$ cat src/rtl/seq_detect_sched.sv
// Round-robin scheduler sharing one a->b->(a&b) sequence-detector engine among N requesters.
// Each grant clears the engine, streams the lane's a/b bits for len cycles and reports the match count.
module seq_detect_sched #(
  parameter int N    = 4,
  parameter int LENW = 8,
  parameter int CNTW = 8,
  localparam int IDW = $clog2(N)
) (
  input  logic            clk,
  input  logic            reset,
  input  logic [N-1:0]    req,
  input  logic [N-1:0]    a_in,
  input  logic [N-1:0]    b_in,
  input  logic [LENW-1:0] len,
  output logic [N-1:0]    gnt,
  output logic            busy,
  output logic            done,
  output logic [IDW-1:0]  done_id,
  output logic [CNTW-1:0] match_cnt,
  output logic            y,
  output logic [1:0]      det_state
);

  typedef enum logic [1:0] {
    IDLE = 2'b00,
    RUN  = 2'b01,
    DONE = 2'b10,
    ILL  = 2'b11
  } ctrl_e;

  localparam logic [1:0] S0 = 2'b00;
  localparam logic [1:0] S1 = 2'b01;
  localparam logic [1:0] S2 = 2'b10;

  ctrl_e           state_q;
  logic [1:0]      det_q;
  logic [1:0]      det_d;
  logic [N-1:0]    gnt_q;
  logic            done_q;
  logic [IDW-1:0]  id_q;
  logic [IDW-1:0]  last_q;
  logic [CNTW-1:0] match_q;
  logic [LENW-1:0] rem_q;

  logic            a_g;
  logic            b_g;
  logic            y_raw;
  logic            pick_found;
  logic [IDW-1:0]  pick_id;
  logic [IDW-1:0]  cand;

  // The engine always looks at the lane recorded at grant time.
  assign a_g = a_in[id_q];
  assign b_g = b_in[id_q];

  always_comb begin
    det_d = S0;
    y_raw = 1'b0;
    case (det_q)
      S0:      det_d = a_g ? S1 : S0;
      S1:      det_d = b_g ? S2 : S0;
      S2: begin
        det_d = (a_g & b_g) ? S2 : S0;
        y_raw = a_g & b_g;
      end
      default: det_d = S0;
    endcase
  end

  // First requester after the last grant, wrapping around.
  always_comb begin
    pick_found = 1'b0;
    pick_id    = '0;
    cand       = '0;
    for (int k = 1; k <= N; k++) begin
      cand = IDW'((int'(last_q) + k) % N);
      if (!pick_found && req[cand]) begin
        pick_found = 1'b1;
        pick_id    = cand;
      end
    end
  end

  always_ff @(posedge clk or posedge reset) begin
    if (reset) begin
      state_q <= IDLE;
      det_q   <= S0;
      gnt_q   <= '0;
      done_q  <= 1'b0;
      id_q    <= '0;
      last_q  <= IDW'(N - 1);
      match_q <= '0;
      rem_q   <= '0;
    end else begin
      done_q <= 1'b0;
      case (state_q)
        IDLE: begin
          if (pick_found) begin
            gnt_q   <= N'(1) << pick_id;
            id_q    <= pick_id;
            last_q  <= pick_id;
            match_q <= '0;
            det_q   <= S0;
            rem_q   <= len;
            if (len == '0) begin
              state_q <= DONE;
              done_q  <= 1'b1;
            end else begin
              state_q <= RUN;
            end
          end
        end
        RUN: begin
          // Dropping the granted request aborts: no done pulse, partial count kept.
          if (!req[id_q]) begin
            state_q <= IDLE;
            gnt_q   <= '0;
            det_q   <= S0;
          end else begin
            det_q <= det_d;
            if (y_raw && (match_q != {CNTW{1'b1}})) begin
              match_q <= match_q + CNTW'(1);
            end
            rem_q <= rem_q - LENW'(1);
            if (rem_q == LENW'(1)) begin
              state_q <= DONE;
              done_q  <= 1'b1;
            end
          end
        end
        DONE: begin
          state_q <= IDLE;
          gnt_q   <= '0;
          det_q   <= S0;
        end
        default: begin
          state_q <= IDLE;
          gnt_q   <= '0;
          det_q   <= S0;
        end
      endcase
    end
  end

  assign gnt       = gnt_q;
  assign busy      = |gnt_q;
  assign done      = done_q;
  assign done_id   = id_q;
  assign match_cnt = match_q;
  assign det_state = det_q;
  assign y         = y_raw & (state_q == RUN);

endmodule

$ cat config.mk
export PLATFORM = sky130hd
export DESIGN_NAME = seq_detect_sched
export DESIGN_NICKNAME = d
export VERILOG_FILES = /design/src/rtl/seq_detect_sched.sv
export SDC_FILE = /design/constraint.sdc
export NUM_CORES = 1
export LEC_CHECK = 0
export ABC_AREA = 1
export BUFFER_PORTS_ARGS = -buffer_cell sky130_fd_sc_hd__buf_2
export CAP_MARGIN = 20
export CORE_UTILIZATION = 50
export DETAILED_ROUTE_END_ITERATION = 10
export PLACE_DENSITY_LB_ADDON = 0.1
export SLEW_MARGIN = 20
export SYNTH_ARGS = -nofsm -noshare
export SYNTH_HDL_FRONTEND = slang
export SYNTH_SLANG_ARGS = --single-unit
$ cat constraint.sdc
create_clock -name clk -period 2.1 [get_ports clk]
set_clock_uncertainty 0.15 [all_clocks]
set_input_delay 0.42 -clock clk [delete_from_list [all_inputs] [get_ports clk]]
set_output_delay 0.42 -clock clk [all_outputs]
set_load 0.005 [all_outputs]
==> flow_summary.json, run 1 <==
{
  "fin_tns_setup_ns": 0,
  "multi_input_area_um2": 1220,
  "p_per_area_nw_per_um2": 1540,
  "place_area_um2": 2330,
  "cts_buffer_depth": 2,
  "max_freq_mhz": 491,
  "hold_path_class": "input pin to async pin",
  "clock_latency_ns": 0.28,
  "grt_max_degree": 30,
  "drcViolationCount": 0,
  "r2r_end": "state_q[0]",
  "viasPerCell": 5.11,
  "setup_viol": 0,
  "switching_share_pct": 49.3,
  "post_drt_wl_per_cell_um": 11.7,
  "syn_nets": 317,
  "die_y_um": 66.5,
  "grt-ovfl-total": 0,
  "area_growth_pct": 20.9,
  "synth_area_um2": 2080,
  "reg2reg_depth": 9,
  "drt-total-wl_mm": 4.58,
  "layout.nets": 366,
  "peakVddDrop_mv": 0.715,
  "ant_nets": 0,
  "ys_ff_latch": 29,
  "portBuffers": 40,
  "yosysSeqAreaShare_pct": 35.0,
  "clkTransAtPathRegs_ns": 0.06,
  "worst_hold_slack_ns": 0.0483,
  "crit_type": "flop to output port",
  "crit_family": "simple AND/OR/NAND/NOR gates",
  "syn_inst": 292,
  "fin_area_um2": 2510,
  "dp_hpwl_mm": 3.43,
  "cp_max_fo": 6,
  "antenna-diode-count": 0,
  "reg2reg_slack_ns": 0.12,
  "grt_pass1_wl_mm": 7.98,
  "cts.sinks": 29,
  "comb_power_share_pct": 60.3,
  "p_seq_share_pct": 24.2,
  "cts_made_buffers": 5,
  "p_int_w": 0.00196,
  "path_buf_inv": 2,
  "clockRootBuffer": "clkbuf_8",
  "die_area_um2": 4420,
  "power.switching_w": 0.00190,
  "fin_ws_ns": 0.0615,
  "dieWidth_um": 66.5,
  "grt_setup_unrepaired": "true",
  "slew_viol_final": 0,
  "critPathArrivalTime_ns": 1.47,
  "drive_gt1_share_pct": 30.7,
  "io_pins": 41,
  "antenna_found_initial": 0,
  "hold_buffers": 0,
  "grt_pass1_vias": 1858,
  "synth.distinct_cells": 34,
  "status": "complete, no violations",
  "first_iter_violations": 115,
  "critPathRequiredTime_ns": 1.53,
  "regArea_um2": 729,
  "vias": 2002,
  "cts_tree": "yes",
  "cts-htree-levels": 2,
  "hold_violations": 0,
  "cap_violations": 0,
  "pre_cts_slack_ns": 0.146,
  "max_slew_margin_pct": 74.5,
  "avgSynthCellArea_um2": 7.12,
  "tightestPinTransition_ns": 0.382,
  "ys_warn_count": 0,
  "initial_utilization_pct": 52.0,
  "fp-row-count": 23,
  "slowest_stage": "dfrtp_2",
  "finalCritPeriodShare_pct": 97.1,
  "p_leak_nw": 1.34,
  "fin_crit_ns": 2.04,
  "crit_top_cell": "nand2_2",
  "nFillCells": 371,
  "core_area_um2": 4000,
  "critPathMaxStageDelay_ns": 0.46,
  "grt_use_total_pct": 23.7,
  "worstSetupStartpointType": "flop",
  "end_kind": "output port",
  "drt-pass1-iter-count": 4,
  "worstReg2RegStart": "last_q[0]",
  "routabilityCongestion": 0.763,
  "p_clk_share_pct": 15.5,
  "path_cells": "inv_4, nand2_2, nand3_2, nand2_2, nor2_2, nand2_1, nor2_1, buf_2"
}
[worst min-delay path: stages]
cell   delay, ns
buf_2       0.09
inv_1       0.04
buf_4       0.34
[worst max path at each step]
stage / from / endpoint / slack, ns / cells after the start
2_1_floorplan: last_q[0] / rem_q[7] / 0.29 / 13
3_3_place_gp: last_q[0] / state_q[0] / 0.22 / 9
3_5_place_dp: last_q[0] / state_q[0] / 0.15 / 9
4_1_cts: done_id[0] / y / 0.04 / 8
5_1_grt: done_id[0] / y / -0.07 / 8
6_report: done_id[0] / y / 0.06 / 8
[per-stage QoR]
| step | util [%] | instances | power [W] |
|---|---|---|---|
| after floorplan | - | 292 | 0.00274 |
| after global placement | 58.2 | 380 | 0.00314 |
| after detailed placement | 58.2 | 380 | 0.00318 |
| after CTS | 61.4 | 389 | 0.00381 |
| after global routing | 62.8 | 392 | 0.00424 |
| final | 62.8 | 392 | 0.00386 |
[cells in the final DEF, fill, tap and decap left out, types with 2 or more instances in the layout]
master	count
ha_1	3
nand3_2	4
buf_4	6
nand3_1	18
nor2_2	2
nor2_1	22
nor3_1	4
inv_4	2
inv_2	6
dfstp_2	2
dfrtp_1	26
a21oi_1	6
inv_1	26
nand2_2	16
nand4_1	11
o21ai_2	9
o21ai_1	2
buf_2	40
o21ai_0	17
nand3b_1	3
nand2_4	5
clkbuf_8	6
xor2_1	2
nand2_1	88
xnor2_1	3
[cell families after synthesis]
logic type / synth area share (%)
simple gates: 42.4
buf+inv: 8.00
compound gates: 10.7
flops: 35.0
xor+xnor: 2.11
fa+ha+maj: 1.81
[power groups by stage]
stage,clock network (W),registers [W],logic [W]
floorplan,0,0.000886,0.00186
global placement,0,0.000935,0.00220
detailed placement,0,0.000942,0.00223
CTS,0.000613,0.000928,0.00227
global route,0.000634,0.000963,0.00264
finish,0.000598,0.000936,0.00233
[synthesized netlist by cell type (all sizes together)]
cell / number / area share [%]
buf: 4 / 1.6
nor3: 4 / 0.96
a21oi: 6 / 1.4
nor3b: 1 / 0.36
ha: 3 / 1.8
xor2: 2 / 0.84
a22oi: 1 / 0.36
dfrtp: 27 / 32
inv: 34 / 6.3
nand3b: 3 / 1.1
o21ai: 28 / 8.2
nor2: 26 / 6.0
nand3: 23 / 6.6
dfstp: 2 / 2.5
xnor2: 3 / 1.3
o31ai: 1 / 0.36
a21boi: 1 / 0.36
clkbuf: 1 / 0.18
nand4: 12 / 4.3
or4: 1 / 0.36
nand2: 109 / 23
[area by class of cell]
| cell class | instances | area share (%) |
|---|---|---|
| clock inverters | 1 | 1.19 |
| repair buffers | 47 | 10.2 |
| flip-flops and latches | 29 | 29.0 |
| inverters | 34 | 5.28 |
| clock buffers | 7 | 3.43 |
| well taps | 50 | 2.49 |
| multi-input cells | 224 | 48.4 |
[state kept, by name (all words and copies together), names as in the netlist]
signal / flops
state_q: 2
last_q: 2
done_id: 2
done: 1
det_state: 2
match_cnt: 8
gnt: 4
rem_q: 8
[timing repair]
item                       CTS  global route
resized for setup            2            11
pin swaps                    0             6
buffers inserted             1             3
setup endpoints to repair    1            12
[layer usage]
layer / share of wire, % / up-vias / global-route usage [%]
li1: - / 1045 / -
met1: 45 / 915 / 28.2
met2: 50 / 36 / 42.7
met3: 3.0 / 6 / 5.14
met4: 1.2 / 0 / 6.12
met5: 0 / - / 0
(Power assumes the default switching activity.)
==> inputs of run 2 (changes only) <==
- CTS_BUF_LIST: not set -> sky130_fd_sc_hd__clkbuf_2
- HOLD_SLACK_MARGIN: not set -> 0.06
==> run 2 against run 1 <==
The flow now finishes with violations (negative setup slack). Via count is 2.4% higher. Non-clock buffer count is 5 higher. Clock power is 32% lower. Hold slack better by 0.17 ns. Critical path type unchanged.
==> flow_summary.json, run 2 (same netlist as run 1, synthesis figures left out) <==
{
  "status": "finished, violations left",
  "violations": "negative setup slack",
  "p_clk_share_pct": 10.5,
  "finalCritPeriodShare_pct": 102,
  "hold_violations": 0,
  "max_slew_margin_pct": 70.8,
  "die_area_um2": 4420,
  "clockRootBuffer": "clkbuf_2",
  "fp-row-count": 23,
  "clkTransAtPathRegs_ns": 0.16,
  "worstSetupStartpointType": "flop",
  "max_freq_mhz": 468,
  "startpoint": "done_id[0]",
  "finish.utilization_pct": 63.7,
  "end_kind": "output port",
  "setup_viol": 1,
  "post_drt_wl_per_cell_um": 12.1,
  "p_int_w": 0.00184,
  "busiest_layer": "met2",
  "first_iter_violations": 91,
  "reg2reg_slack_ns": 0.10,
  "r2r_end": "det_state[0]",
  "crit_type": "flop to output port",
  "use_met2_pct": 43.1,
  "drive_gt1_share_pct": 32.8,
  "io_pins": 41,
  "fin_crit_ns": 2.14,
  "mostFrequentLayoutCell": "nand2_1",
  "clock_latency_ns": 0.37,
  "dieWidth_um": 66.5,
  "crit_family": "simple AND/OR/NAND/NOR gates",
  "p_per_area_nw_per_um2": 1510,
  "p_seq_share_pct": 24.2,
  "cp_max_fo": 6,
  "vias": 2051,
  "switching_share_pct": 52.1,
  "drt-pass1-iter-count": 4,
  "use_met1_pct": 27.9,
  "portBuffers": 40,
  "critPathRequiredTime_ns": 1.53,
  "slowest_stage": "dfrtp_2",
  "fin_area_um2": 2550,
  "cap_violations": 0,
  "grt_pass1_vias": 1884,
  "hold_path_class": "input pin to flop",
  "cts.sinks": 29,
  "pre_cts_slack_ns": 0.146,
  "grt_util_met3_pct": 6.16,
  "slew_viol_final": 0,
  "power.switching_w": 0.00200,
  "grt-ovfl-total": 0,
  "fin_ws_ns": -0.0379,
  "path_buf_inv": 2,
  "peakVddDrop_mv": 0.716,
  "cts_tree": "yes",
  "area_growth_pct": 22.6,
  "worstReg2RegStart": "done_id[0]",
  "routabilityCongestion": 0.763,
  "core_area_um2": 4000,
  "p_leak_nw": 1.35,
  "cp.depth": 8,
  "cts_made_buffers": 5,
  "path_cells": "inv_4, nand2_2, nand3_2, nand2_2, nor2_2, nand2_1, nor2_1, buf_2",
  "cp-endpoint": "y",
  "comb_power_share_pct": 65.3,
  "ant_nets": 0,
  "antenna_found_initial": 0,
  "critPathMaxStageDelay_ns": 0.49,
  "viasPerCell": 5.15,
  "drt-total-wl_mm": 4.83,
  "grt_setup_unrepaired": "true",
  "reg2reg_depth": 7,
  "layout.nets": 372,
  "cts_buffer_depth": 2,
  "grt_max_degree": 30,
  "place_area_um2": 2330,
  "critPathArrivalTime_ns": 1.57,
  "antenna-diode-count": 0,
  "worst_hold_slack_ns": 0.218,
  "die_y_um": 66.5,
  "drcViolationCount": 0,
  "tightestPinTransition_ns": 0.438,
  "grt_use_total_pct": 23.9,
  "crit_top_cell": "nand2_2",
  "initial_utilization_pct": 52.0,
  "most-common-layout-cells": "nand2_1 (86), buf_2 (40), inv_1 (26), dfrtp_1 (26), nor2_1 (21)",
  "dp_hpwl_mm": 3.43,
  "grt_pass1_wl_mm": 8.02,
  "cts-htree-levels": 2
}
-- run 2: final cells by class --
type	count	area, um^2
fillers	357	1450
multi-input cells	225	1260
flip-flops and latches	29	729
repair buffers	52	297
inverters	34	133
well taps	50	62.6
clock inverters	2	33.8
clock buffers	6	30.0
-- run 2: worst min-delay path, delay by kind of cell --
kind                   cells  cell delay (ns)
AO/OA/AOI/OAI              1             0.04
buffers and inverters      1             0.09
AND/OR/NAND/NOR            3             0.17
-- run 2: layer usage --
metal / routed length, um / up-vias
li1: - / 1059
met1: 2230 / 952
met2: 2410 / 34
met3: 144 / 6
met4: 46 / 0
met5: 0 / -
-- run 2: power by group through the flow --
| stage | clock network, W | registers, W | logic [W] |
|---|---|---|---|
| 6_report | 0.000404 | 0.000930 | 0.00251 |
| 5_1_grt | 0.000438 | 0.000956 | 0.00282 |
| 4_1_cts | 0.000413 | 0.000927 | 0.00230 |
| 3_5_place_dp | 0 | 0.000942 | 0.00223 |
| 3_3_place_gp | 0 | 0.000935 | 0.00220 |
| 2_1_floorplan | 0 | 0.000886 | 0.00186 |
-- run 2: what timing repair did --
item,in CTS,in global routing
hold buffers,1,0
pin swaps,2,6
gates resized for setup,4,17
setup buffers,4,4
gates cloned,0,1
setup endpoints to repair,1,16
hold endpoints to repair,27,0
-- run 2: metrics by stage --
step / std cells / setup TNS [ns] / power (W)
3_3_place_gp: 380 / 0 / 0.00314
4_1_cts: 393 / -0.0588 / 0.00364
2_1_floorplan: 292 / 0 / 0.00274
5_1_grt: 398 / -0.206 / 0.00421
3_5_place_dp: 380 / 0 / 0.00318
6_report: 398 / -0.0379 / 0.00385
-- run 2: worst min path at each step --
stage / from / endpoint / cells past startpoint
global placement: gnt[3] / gnt[3] / 2
global route: len[2] / rem_q[2] / 5
CTS: len[2] / rem_q[2] / 5
detailed placement: gnt[3] / gnt[3] / 2
finish: len[2] / rem_q[2] / 5
floorplan: gnt[2] / gnt[2] / 2
==> inputs of run 3 (changes only) <==
- CORE_UTILIZATION: 50 -> 41
==> run 3 against run 2 <==
The flow still finishes with violations (negative setup slack). First-iteration DRC count is 58% lower. Non-clock buffer count is 5 higher. Core utilization is 10 points lower. Highest routed layer unchanged. Global-route usage is 3.8 points lower. Combinational power is 2% lower. Power is 4.0% lower. Die area is 21% higher. Flip-flop and latch count stayed put.
==> flow_summary.json, run 3 (same netlist as run 1, synthesis figures left out) <==
{
  "status": "finished, violations left",
  "violations": "negative setup slack",
  "finalCritPeriodShare_pct": 100,
  "grt_pass1_vias": 1891,
  "crit_family": "buffers and inverters",
  "cp.depth": 14,
  "grt_max_degree": 30,
  "worstReg2RegStart": "done_id[0]",
  "finish.utilization_pct": 53.4,
  "cts-htree-levels": 2,
  "reg2reg_slack_ns": -0.002,
  "path_buf_inv": 6,
  "peakVddDrop_mv": 0.607,
  "p_clk_share_pct": 8.0,
  "cap_violations": 0,
  "layout.nets": 376,
  "cts_tree": "yes",
  "core_area_um2": 4790,
  "initial_utilization_pct": 43.5,
  "io_pins": 41,
  "cts_buffer_depth": 2,
  "path_cells": "nand2_1, nand3_2, nand2_4, nor2_4, buf_4, buf_4, buf_4, buf_4, buf_4, nand4_1, nand2_2, buf_4, nand4_1, nand2_1",
  "end_kind": "flop",
  "antenna-diode-count": 0,
  "worstSetupStartpointType": "flop",
  "post_drt_wl_per_cell_um": 11.7,
  "comb_power_share_pct": 67.0,
  "slowest_stage": "dfrtp_2",
  "clock_latency_ns": 0.38,
  "fin_crit_ns": 2.10,
  "drt-pass1-iter-count": 4,
  "viasPerCell": 4.86,
  "clockRootBuffer": "clkbuf_2",
  "slew_viol_final": 0,
  "cts.sinks": 29,
  "switching_share_pct": 53.3,
  "grt_setup_unrepaired": "true",
  "r2r_end": "match_cnt[6]",
  "p_leak_nw": 1.37,
  "post-place-cells": 398,
  "hold_violations": 0,
  "max_slew_margin_pct": 74.6,
  "most-common-layout-cells": "nand2_1 (89), buf_2 (40), inv_1 (25), dfrtp_1 (25), nor2_1 (22)",
  "setup_viol": 1,
  "pre_cts_slack_ns": 0.168,
  "grt_use_total_pct": 20.2,
  "crit_top_cell": "buf_4",
  "critPathRequiredTime_ns": 2.22,
  "antenna_found_initial": 0,
  "critPathMaxStageDelay_ns": 0.48,
  "fp-row-count": 25,
  "drive_gt1_share_pct": 33.2,
  "hold_path_depth": 5,
  "area_growth_pct": 22.9,
  "p_seq_share_pct": 25.0,
  "cp-endpoint": "match_cnt[6]",
  "routabilityCongestion": 0.824,
  "p_per_area_nw_per_um2": 1440,
  "vias": 2038,
  "startpoint": "done_id[0]",
  "drt-total-wl_mm": 4.89,
  "mostFrequentLayoutCell": "nand2_1",
  "cp_max_fo": 7,
  "finalNonFillerCells": 419,
  "portBuffers": 40,
  "grt-ovfl-total": 0,
  "clkTransAtPathRegs_ns": 0.18,
  "dp_hpwl_mm": 3.62,
  "reg2reg_depth": 14,
  "die_area_um2": 5360,
  "critPathArrivalTime_ns": 2.23,
  "power.switching_w": 0.00197,
  "tightestPinTransition_ns": 0.378,
  "cts_made_buffers": 5,
  "hold_path_class": "input pin to flop",
  "crit_type": "flop to flop",
  "worst_hold_slack_ns": 0.204,
  "grt_pass1_wl_mm": 8.22,
  "dieWidth_um": 73.2,
  "ant_nets": 0,
  "p_int_w": 0.00172,
  "die_y_um": 73.2,
  "drcViolationCount": 0,
  "first_iter_violations": 38,
  "fin_ws_ns": -0.00187,
  "max_freq_mhz": 476
}
[run 3: changes by cell type in the layout (fill, tap and decap cells not counted), sizes merged]
cell,previous run,this run
buf,51,56
clkinv,1,2
bufinv,1,0
nand4,13,12
[run 3: layout make-up]
type	count	area [um^2]
multi-input cells	224	1230
clock inverters	2	10.0
clock buffers	6	30.0
flip-flops and latches	29	731
repair buffers	57	334
fillers	497	2230
well taps	67	83.8
inverters	34	133
[run 3: metal layers]
metal | global-route usage [%] | up-vias | part of all wire [%]
li1 | - | 1063 | -
met1 | 25.5 | 928 | 46
met2 | 33.4 | 38 | 48
met3 | 4.14 | 9 | 3.1
met4 | 8.28 | 0 | 2.2
met5 | 0 | - | 0
[run 3: worst min path at each step]
stage                 from        to  slack, ns
CTS                 len[2]  rem_q[2]       0.19
global route        len[3]  rem_q[3]       0.20
global placement    gnt[3]    gnt[3]       0.33
finish              len[2]  rem_q[2]       0.20
detailed placement  gnt[0]    gnt[0]       0.34
floorplan           gnt[2]    gnt[2]       0.34
[run 3: through the flow]
stage,total power [W],setup TNS (ns),area (um^2)
2_1_floorplan,0.00274,0,2080
5_1_grt,0.00405,-0.823,2560
3_5_place_dp,0.00320,0,2360
3_3_place_gp,0.00318,0,2360
6_report,0.00369,-0.00187,2560
4_1_cts,0.00358,-0.0152,2480
[run 3: what timing repair did]
action                                  in CTS  in global routing
pin swaps                                    2                  5
gates cloned                                 0                  0
endpoints found under the setup margin       1                 10
hold endpoints to repair                    27                  0
hold buffers                                 1                  0
setup buffers                                9                  3
resized for setup                            4                 15
[run 3: worst register-to-register path, cell delays in order (launching register included)]
cell and delay [ns]:
dfrtp_2 0.48, nand2_1 0.09, nand3_2 0.10, nand2_4 0.10, nor2_4 0.04, buf_4 0.13
buf_4 0.12, buf_4 0.12, buf_4 0.12, buf_4 0.12, nand4_1 0.07, nand2_2 0.09
buf_4 0.16, nand4_1 0.07, nand2_1 0.07
[run 3: power groups by stage]
stage / combinational (W) / sequential (W) / clock, W
2_1_floorplan: 0.00186 / 0.000886 / 0
3_3_place_gp: 0.00224 / 0.000935 / 0
3_5_place_dp: 0.00226 / 0.000943 / 0
4_1_cts: 0.00235 / 0.000922 / 0.000311
5_1_grt: 0.00278 / 0.000951 / 0.000322
6_report: 0.00247 / 0.000924 / 0.000295
